**src/rtl/wps_pkg.sv**
```systemverilog
// Shared types and sizes for the WPS line-read path.
package wps_pkg;

    localparam int unsigned FIFO_DEPTH = 512;
    localparam int unsigned DATA_W     = 24;
    localparam int unsigned WORD_CNT_W = 10;
    localparam int unsigned LINE_CNT_W = 16;
    localparam int unsigned GAP_CNT_W  = 8;

    typedef enum logic [2:0] {
        ST_IDLE,
        ST_WAIT_DATA,
        ST_READ,
        ST_GAP,
        ST_DONE
    } wps_state_e;

endpackage

```
**src/rtl/wps_down_counter.sv**
```systemverilog
// Loadable down-counter that stops at zero and flags it.
module wps_down_counter #(
    parameter int unsigned W = 8
) (
    input  logic         clk,
    input  logic         rst_n,
    input  logic         load,
    input  logic [W-1:0] load_val,
    input  logic         dec,
    output logic         zero_c
);

    logic [W-1:0] cnt_q;
    logic [W-1:0] cnt_d;

    always_comb begin
        cnt_d = cnt_q;
        if (load) begin
            cnt_d = load_val;
        end else if (dec && (cnt_q != '0)) begin
            cnt_d = cnt_q - W'(1);
        end
    end

    always_ff @(posedge clk or negedge rst_n) begin
        if (!rst_n) begin
            cnt_q <= '0;
        end else begin
            cnt_q <= cnt_d;
        end
    end

    assign zero_c = (cnt_q == '0);

endmodule

```
**src/rtl/wps_line_read_ctrl.sv**
```systemverilog
// Read-side sequencer for the tx-domain line FIFO: bursts whole lines,
// spaces them by a programmable gap and groups them into frames.
module wps_line_read_ctrl
    import wps_pkg::*;
#(
    parameter int unsigned LINE_WORDS      = 256,
    parameter int unsigned LINES_PER_FRAME = 1024,
    parameter int unsigned GAP_CYCLES      = 4,
    parameter int unsigned USEDW_W         = 9
) (
    input  logic                  tx_clk,
    input  logic                  tx_rst_n,
    input  logic                  frame_start,
    input  logic                  wps_send_done_in,
    input  logic [USEDW_W-1:0]    fifo_rdusedw,
    input  logic                  fifo_empty,
    input  logic                  sink_ready,
    output logic                  fifo_rd_en,
    output logic                  line_active,
    output logic                  line_start,
    output logic [WORD_CNT_W-1:0] word_cnt,
    output logic [LINE_CNT_W-1:0] line_cnt,
    output logic                  frame_done,
    output logic                  busy,
    output logic                  underrun_err
);

    localparam int unsigned GAP_LOAD = (GAP_CYCLES > 0) ? GAP_CYCLES - 1 : 0;

    if (LINE_WORDS < 1 || LINE_WORDS > FIFO_DEPTH || LINE_WORDS >= (32'd1 << USEDW_W))
    begin : g_bad_line_words
        $error("wps_line_read_ctrl: LINE_WORDS does not fit fifo_rdusedw");
    end

    wps_state_e            state_q, state_d;
    logic [WORD_CNT_W-1:0] word_cnt_q, word_cnt_d;
    logic [LINE_CNT_W-1:0] line_cnt_q, line_cnt_d;
    logic                  line_start_q, line_start_d;
    logic                  frame_done_q, frame_done_d;
    logic                  underrun_q, underrun_d;
    logic                  rd_en_c;
    logic                  last_word_c;
    logic                  gap_load_c;
    logic                  gap_dec_c;
    logic                  gap_zero_c;

    wps_down_counter #(
        .W (GAP_CNT_W)
    ) u_gap_cnt (
        .clk      (tx_clk),
        .rst_n    (tx_rst_n),
        .load     (gap_load_c),
        .load_val (GAP_CNT_W'(GAP_LOAD)),
        .dec      (gap_dec_c),
        .zero_c   (gap_zero_c)
    );

    // Abort masks the read strobe in the same cycle it is raised.
    assign rd_en_c     = (state_q == ST_READ) & ~fifo_empty & sink_ready & ~wps_send_done_in;
    assign last_word_c = rd_en_c & (word_cnt_q == WORD_CNT_W'(LINE_WORDS - 1));

    always_comb begin
        state_d      = state_q;
        word_cnt_d   = word_cnt_q;
        line_cnt_d   = line_cnt_q;
        line_start_d = 1'b0;
        frame_done_d = 1'b0;
        underrun_d   = underrun_q;
        gap_load_c   = 1'b0;
        gap_dec_c    = 1'b0;

        if (wps_send_done_in) begin
            state_d    = ST_IDLE;
            word_cnt_d = '0;
        end else begin
            case (state_q)
                ST_IDLE: begin
                    if (frame_start) begin
                        state_d    = ST_WAIT_DATA;
                        line_cnt_d = '0;
                        underrun_d = 1'b0;
                    end
                end
                ST_WAIT_DATA: begin
                    if (32'(fifo_rdusedw) >= LINE_WORDS) begin
                        state_d = ST_READ;
                    end
                end
                ST_READ: begin
                    if (fifo_empty) begin
                        underrun_d = 1'b1;
                    end
                    if (rd_en_c) begin
                        word_cnt_d   = word_cnt_q + WORD_CNT_W'(1);
                        line_start_d = (word_cnt_q == '0);
                    end
                    if (last_word_c) begin
                        word_cnt_d = '0;
                        line_cnt_d = line_cnt_q + LINE_CNT_W'(1);
                        if (line_cnt_q == LINE_CNT_W'(LINES_PER_FRAME - 1)) begin
                            state_d      = ST_DONE;
                            frame_done_d = 1'b1;
                        end else if (GAP_CYCLES == 0) begin
                            state_d = ST_WAIT_DATA;
                        end else begin
                            state_d    = ST_GAP;
                            gap_load_c = 1'b1;
                        end
                    end
                end
                ST_GAP: begin
                    if (gap_zero_c) begin
                        state_d = ST_WAIT_DATA;
                    end else begin
                        gap_dec_c = 1'b1;
                    end
                end
                ST_DONE: begin
                    state_d = ST_IDLE;
                end
                default: begin
                    state_d = ST_IDLE;
                end
            endcase
        end
    end

    always_ff @(posedge tx_clk or negedge tx_rst_n) begin
        if (!tx_rst_n) begin
            state_q      <= ST_IDLE;
            word_cnt_q   <= '0;
            line_cnt_q   <= '0;
            line_start_q <= 1'b0;
            frame_done_q <= 1'b0;
            underrun_q   <= 1'b0;
        end else begin
            state_q      <= state_d;
            word_cnt_q   <= word_cnt_d;
            line_cnt_q   <= line_cnt_d;
            line_start_q <= line_start_d;
            frame_done_q <= frame_done_d;
            underrun_q   <= underrun_d;
        end
    end

    assign fifo_rd_en   = rd_en_c;
    assign line_active  = (state_q == ST_READ);
    assign busy         = (state_q != ST_IDLE);
    assign line_start   = line_start_q;
    assign word_cnt     = word_cnt_q;
    assign line_cnt     = line_cnt_q;
    assign frame_done   = frame_done_q;
    assign underrun_err = underrun_q;

endmodule

```
**config.mk**
```make
export PLATFORM = sky130hd
export DESIGN_NAME = wps_line_read_ctrl
export DESIGN_NICKNAME = d
export VERILOG_FILES = /design/src/rtl/wps_pkg.sv /design/src/rtl/wps_down_counter.sv /design/src/rtl/wps_line_read_ctrl.sv
export SDC_FILE = /design/constraint.sdc
export NUM_CORES = 1
export LEC_CHECK = 0
export ABC_AREA = 1
export BUFFER_PORTS_ARGS = -buffer_cell sky130_fd_sc_hd__buf_2
export CAP_MARGIN = 20
export CORE_MARGIN = 2
export CORE_UTILIZATION = 50
export CTS_CLUSTER_SIZE = 10
export DETAILED_ROUTE_END_ITERATION = 10
export GPL_TIMING_DRIVEN = 0
export PLACE_DENSITY = 0.76
export SYNTH_ARGS = -nofsm -noshare
export SYNTH_HDL_FRONTEND = slang
export SYNTH_SLANG_ARGS = --single-unit
```
**constraint.sdc**
```tcl
create_clock -name tx_clk -period 1.55 [get_ports tx_clk]
set_input_delay 0.31 -clock tx_clk [delete_from_list [all_inputs] [get_ports tx_clk]]
set_output_delay 0.31 -clock tx_clk [all_outputs]
set_load 0.01 [all_outputs]
```
==> impl_metrics.json <==
{
  "final_common_cell": "nand2_1",
  "path_max_fanout": 3,
  "final_cells": 483,
  "hold_viol": 0,
  "grt_util_met2_pct": 37.7,
  "rsz0062_at_grt": "true",
  "final_layout_size_suffix_gt1_share_pct": 30.0,
  "place.gp.congestion": 0.894,
  "start_util_pct": 50.9,
  "skew_ps": 12.9,
  "die_h_um": 75.6,
  "grt_max_degree": 41,
  "power.switching_uw": 1140,
  "post-synth-top-area-fraction_pct": 39.0,
  "htree_levels": 2,
  "final_cell_mix": "nand2_1, inv_1, buf_2, dfrtp_1, nor2_1",
  "reg2reg_from": "state_q[2]",
  "slew_violations": 0,
  "status": "finished, violations left",
  "tightest_slew_ps": 921,
  "io_pins": 47,
  "finish.net_count": 432,
  "worstReg2RegEnd": "state_q[0]",
  "cts_tree": "done",
  "yosysTopAreaCell": "dfrtp_1",
  "pwr-share-clk_pct": 26.7,
  "power_frac_seq_pct": 39.0,
  "p_int_uw": 2090,
  "use_met1_pct": 30.4,
  "yosysUniqueCellTypes": 35,
  "overflow": 0,
  "clkSinkCount": 40,
  "max_slew_margin_pct": 38.6,
  "irDropWorstVdd_mv": 0.709,
  "die_x_um": 75.6,
  "setup_viol": 9,
  "clockBufferDepth": 2,
  "first_pass_iters": 5,
  "clkTransAtPathRegs_ps": 90,
  "clkLatencyLatePin_ps": 300,
  "rows": 26,
  "layout_setup_ws_ps": -56.6,
  "grt_pass1_vias": 2178,
  "cap_violations": 0,
  "grt_pass1_wl_mm": 9.92,
  "crit_required_ps": 1240,
  "synth_cells": 344,
  "drt-vias-per-instance": 5.24,
  "period_needed_ps": 1610,
  "p_leak_uw": 0.00160,
  "wl_per_cell_um": 13.0,
  "worst_hold_slack_ps": 121,
  "power_density_nw_per_um2": 995,
  "ys_warn_count": 0,
  "syn2layout_area_growth_pct": 26.8,
  "clock.fmax_mhz": 622,
  "crit_type": "register to output port",
  "ys_ff_latch": 40,
  "syn_avg_cell_area_um2": 7.46,
  "port_buffers": 38,
  "worstPathArrival_ps": 1300,
  "syn_area_um2": 2570,
  "setup-tns-final_ps": -134,
  "placed_area_um2": 2860,
  "antenna_found_initial": 0,
  "crit_path_start_kind": "register",
  "fin_crit_sh_pct": 104,
  "drt_iter0_markers": 122,
  "grt.total_usage_pct": 22.8,
  "vias": 2533,
  "cts_buffers": 5,
  "reg2reg_slack_ps": -10,
  "cts-root-buf": "clkbuf_8",
  "wirelength_mm": 6.28,
  "design_area_um2": 3250,
  "grt_busiest_layer": "met2",
  "seq_area_frac_synth_pct": 39.0,
  "p_sw_share_pct": 35.3,
  "die_area_um2": 5720,
  "coreArea_um2": 5040,
  "dp_hpwl_mm": 4.21,
  "r2r_cells": 9,
  "antennaDiodeCount": 0,
  "yosys-top-cells-area": "dfrtp_1, nand2_1, inv_1, nand3_1, nor2_1",
  "violations": "setup timing",
  "drtAntennaViolNets": 0,
  "gr-usage-met3_pct": 4.63,
  "combPwrFrac_pct": 34.3,
  "drc_errors": 0,
  "critPathCaptureType": "output port",
  "post-place-cells": 452,
  "postSynthNetCount": 364,
  "min_path_type": "input pin to asynchronous set/reset pin"
}
[critical path, stage by stage, from the launching register on]
cell and delay (ps):
dfrtp_1 430, nor2_4 180, inv_4 70, nor2_4 110, buf_6 120, buf_6 90
[power by group through the flow]
stage               Combinational [uW]  Clock (uW)  Sequential, uW
floorplan                          689           0            1270
global placement                   882           0            1280
detailed placement                 904           0            1280
CTS                               1020         879            1260
global route                      1250         926            1270
finish                            1110         866            1260
[worst max path at each step]
stage,cells after the start,startpoint,to,slack (ps)
6_report,5,state_q[2],line_active,-60
5_1_grt,9,state_q[2],state_q[0],-120
4_1_cts,5,state_q[2],line_active,-40
3_5_place_dp,8,line_cnt[0],u_gap_cnt.cnt_q[1],-130
3_3_place_gp,8,line_cnt[0],u_gap_cnt.cnt_q[1],-120
2_1_floorplan,11,word_cnt[0],line_cnt[2],-30
[registers in the layout, summed over array words and instances (netlist names)]
| name | cells |
|---|---|
| state_q | 3 |
| line_cnt | 16 |
| underrun_err | 1 |
| u_gap_cnt.cnt_q | 8 |
| line_start | 1 |
| frame_done | 1 |
| word_cnt | 10 |
[cells by family (layout without fill, tap and decap cells)]
logic type	count (synthesis)	in the layout	share of synthesized area, %
flip-flops	40	40	39.0
XOR/XNOR	12	12	4.10
AO/OA/AOI/OAI	38	38	9.31
buffers and inverters	53	122	8.82
adder cells (fa/ha/maj)	5	5	2.44
AND/OR/NAND/NOR	196	196	36.3
[final cells by class]
cell class / count / area, um^2
Timing Repair Buffer: 61 / 375
Multi-Input combinational cell: 251 / 1450
Tap cell: 70 / 87.6
Inverter: 48 / 185
Sequential cell: 40 / 1000
Buffer: 5 / 43.8
Fill cell: 417 / 1790
Clock inverter: 2 / 35.0
Clock buffer: 6 / 72.6
[per-stage QoR]
| step | util [%] | power (uW) | setup slack [ps] |
|---|---|---|---|
| final | 64.5 | 3240 | -56.6 |
| after global routing | 64.5 | 3450 | -121 |
| after CTS | 62.0 | 3160 | -42.1 |
| after detailed placement | 56.7 | 2180 | -135 |
| after global placement | 56.7 | 2160 | -124 |
| after floorplan | - | 1960 | -28.2 |
[metal layers]
metal	vias up	routed length [um]
met5	-	0
met4	0	94
met3	10	356
met2	87	3020
met1	1187	2810
li1	1249	-
[synth_stat cells]
cell type	number
nor2_1	35
o22ai_1	5
nand3b_1	5
nand3_2	3
buf_6	3
nor2_4	6
nand2_2	1
inv_4	1
and3_1	1
nor3_1	3
inv_2	4
o21ai_1	4
ha_1	5
nand4_4	1
o21ai_0	9
o21bai_1	3
or2_2	1
nand4_1	11
and2_1	1
buf_2	1
inv_1	43
o21ai_2	7
clkbuf_2	1
nand3_1	30
o211ai_1	1
xor2_1	11
nand2_1	95
o31ai_1	1
xnor2_1	1
a21oi_1	6
a31oi_1	1
dfrtp_1	40
nor4_1	1
nand2_4	2
o21a_1	1
[repair_timing]
action,4_1_cts,5_1_grt
endpoints found under the setup margin,31,33
gates resized for setup,9,23
pin swaps,7,8
buffers inserted,17,7
hold buffers,0,0
Power figures use the tool's default switching activity.
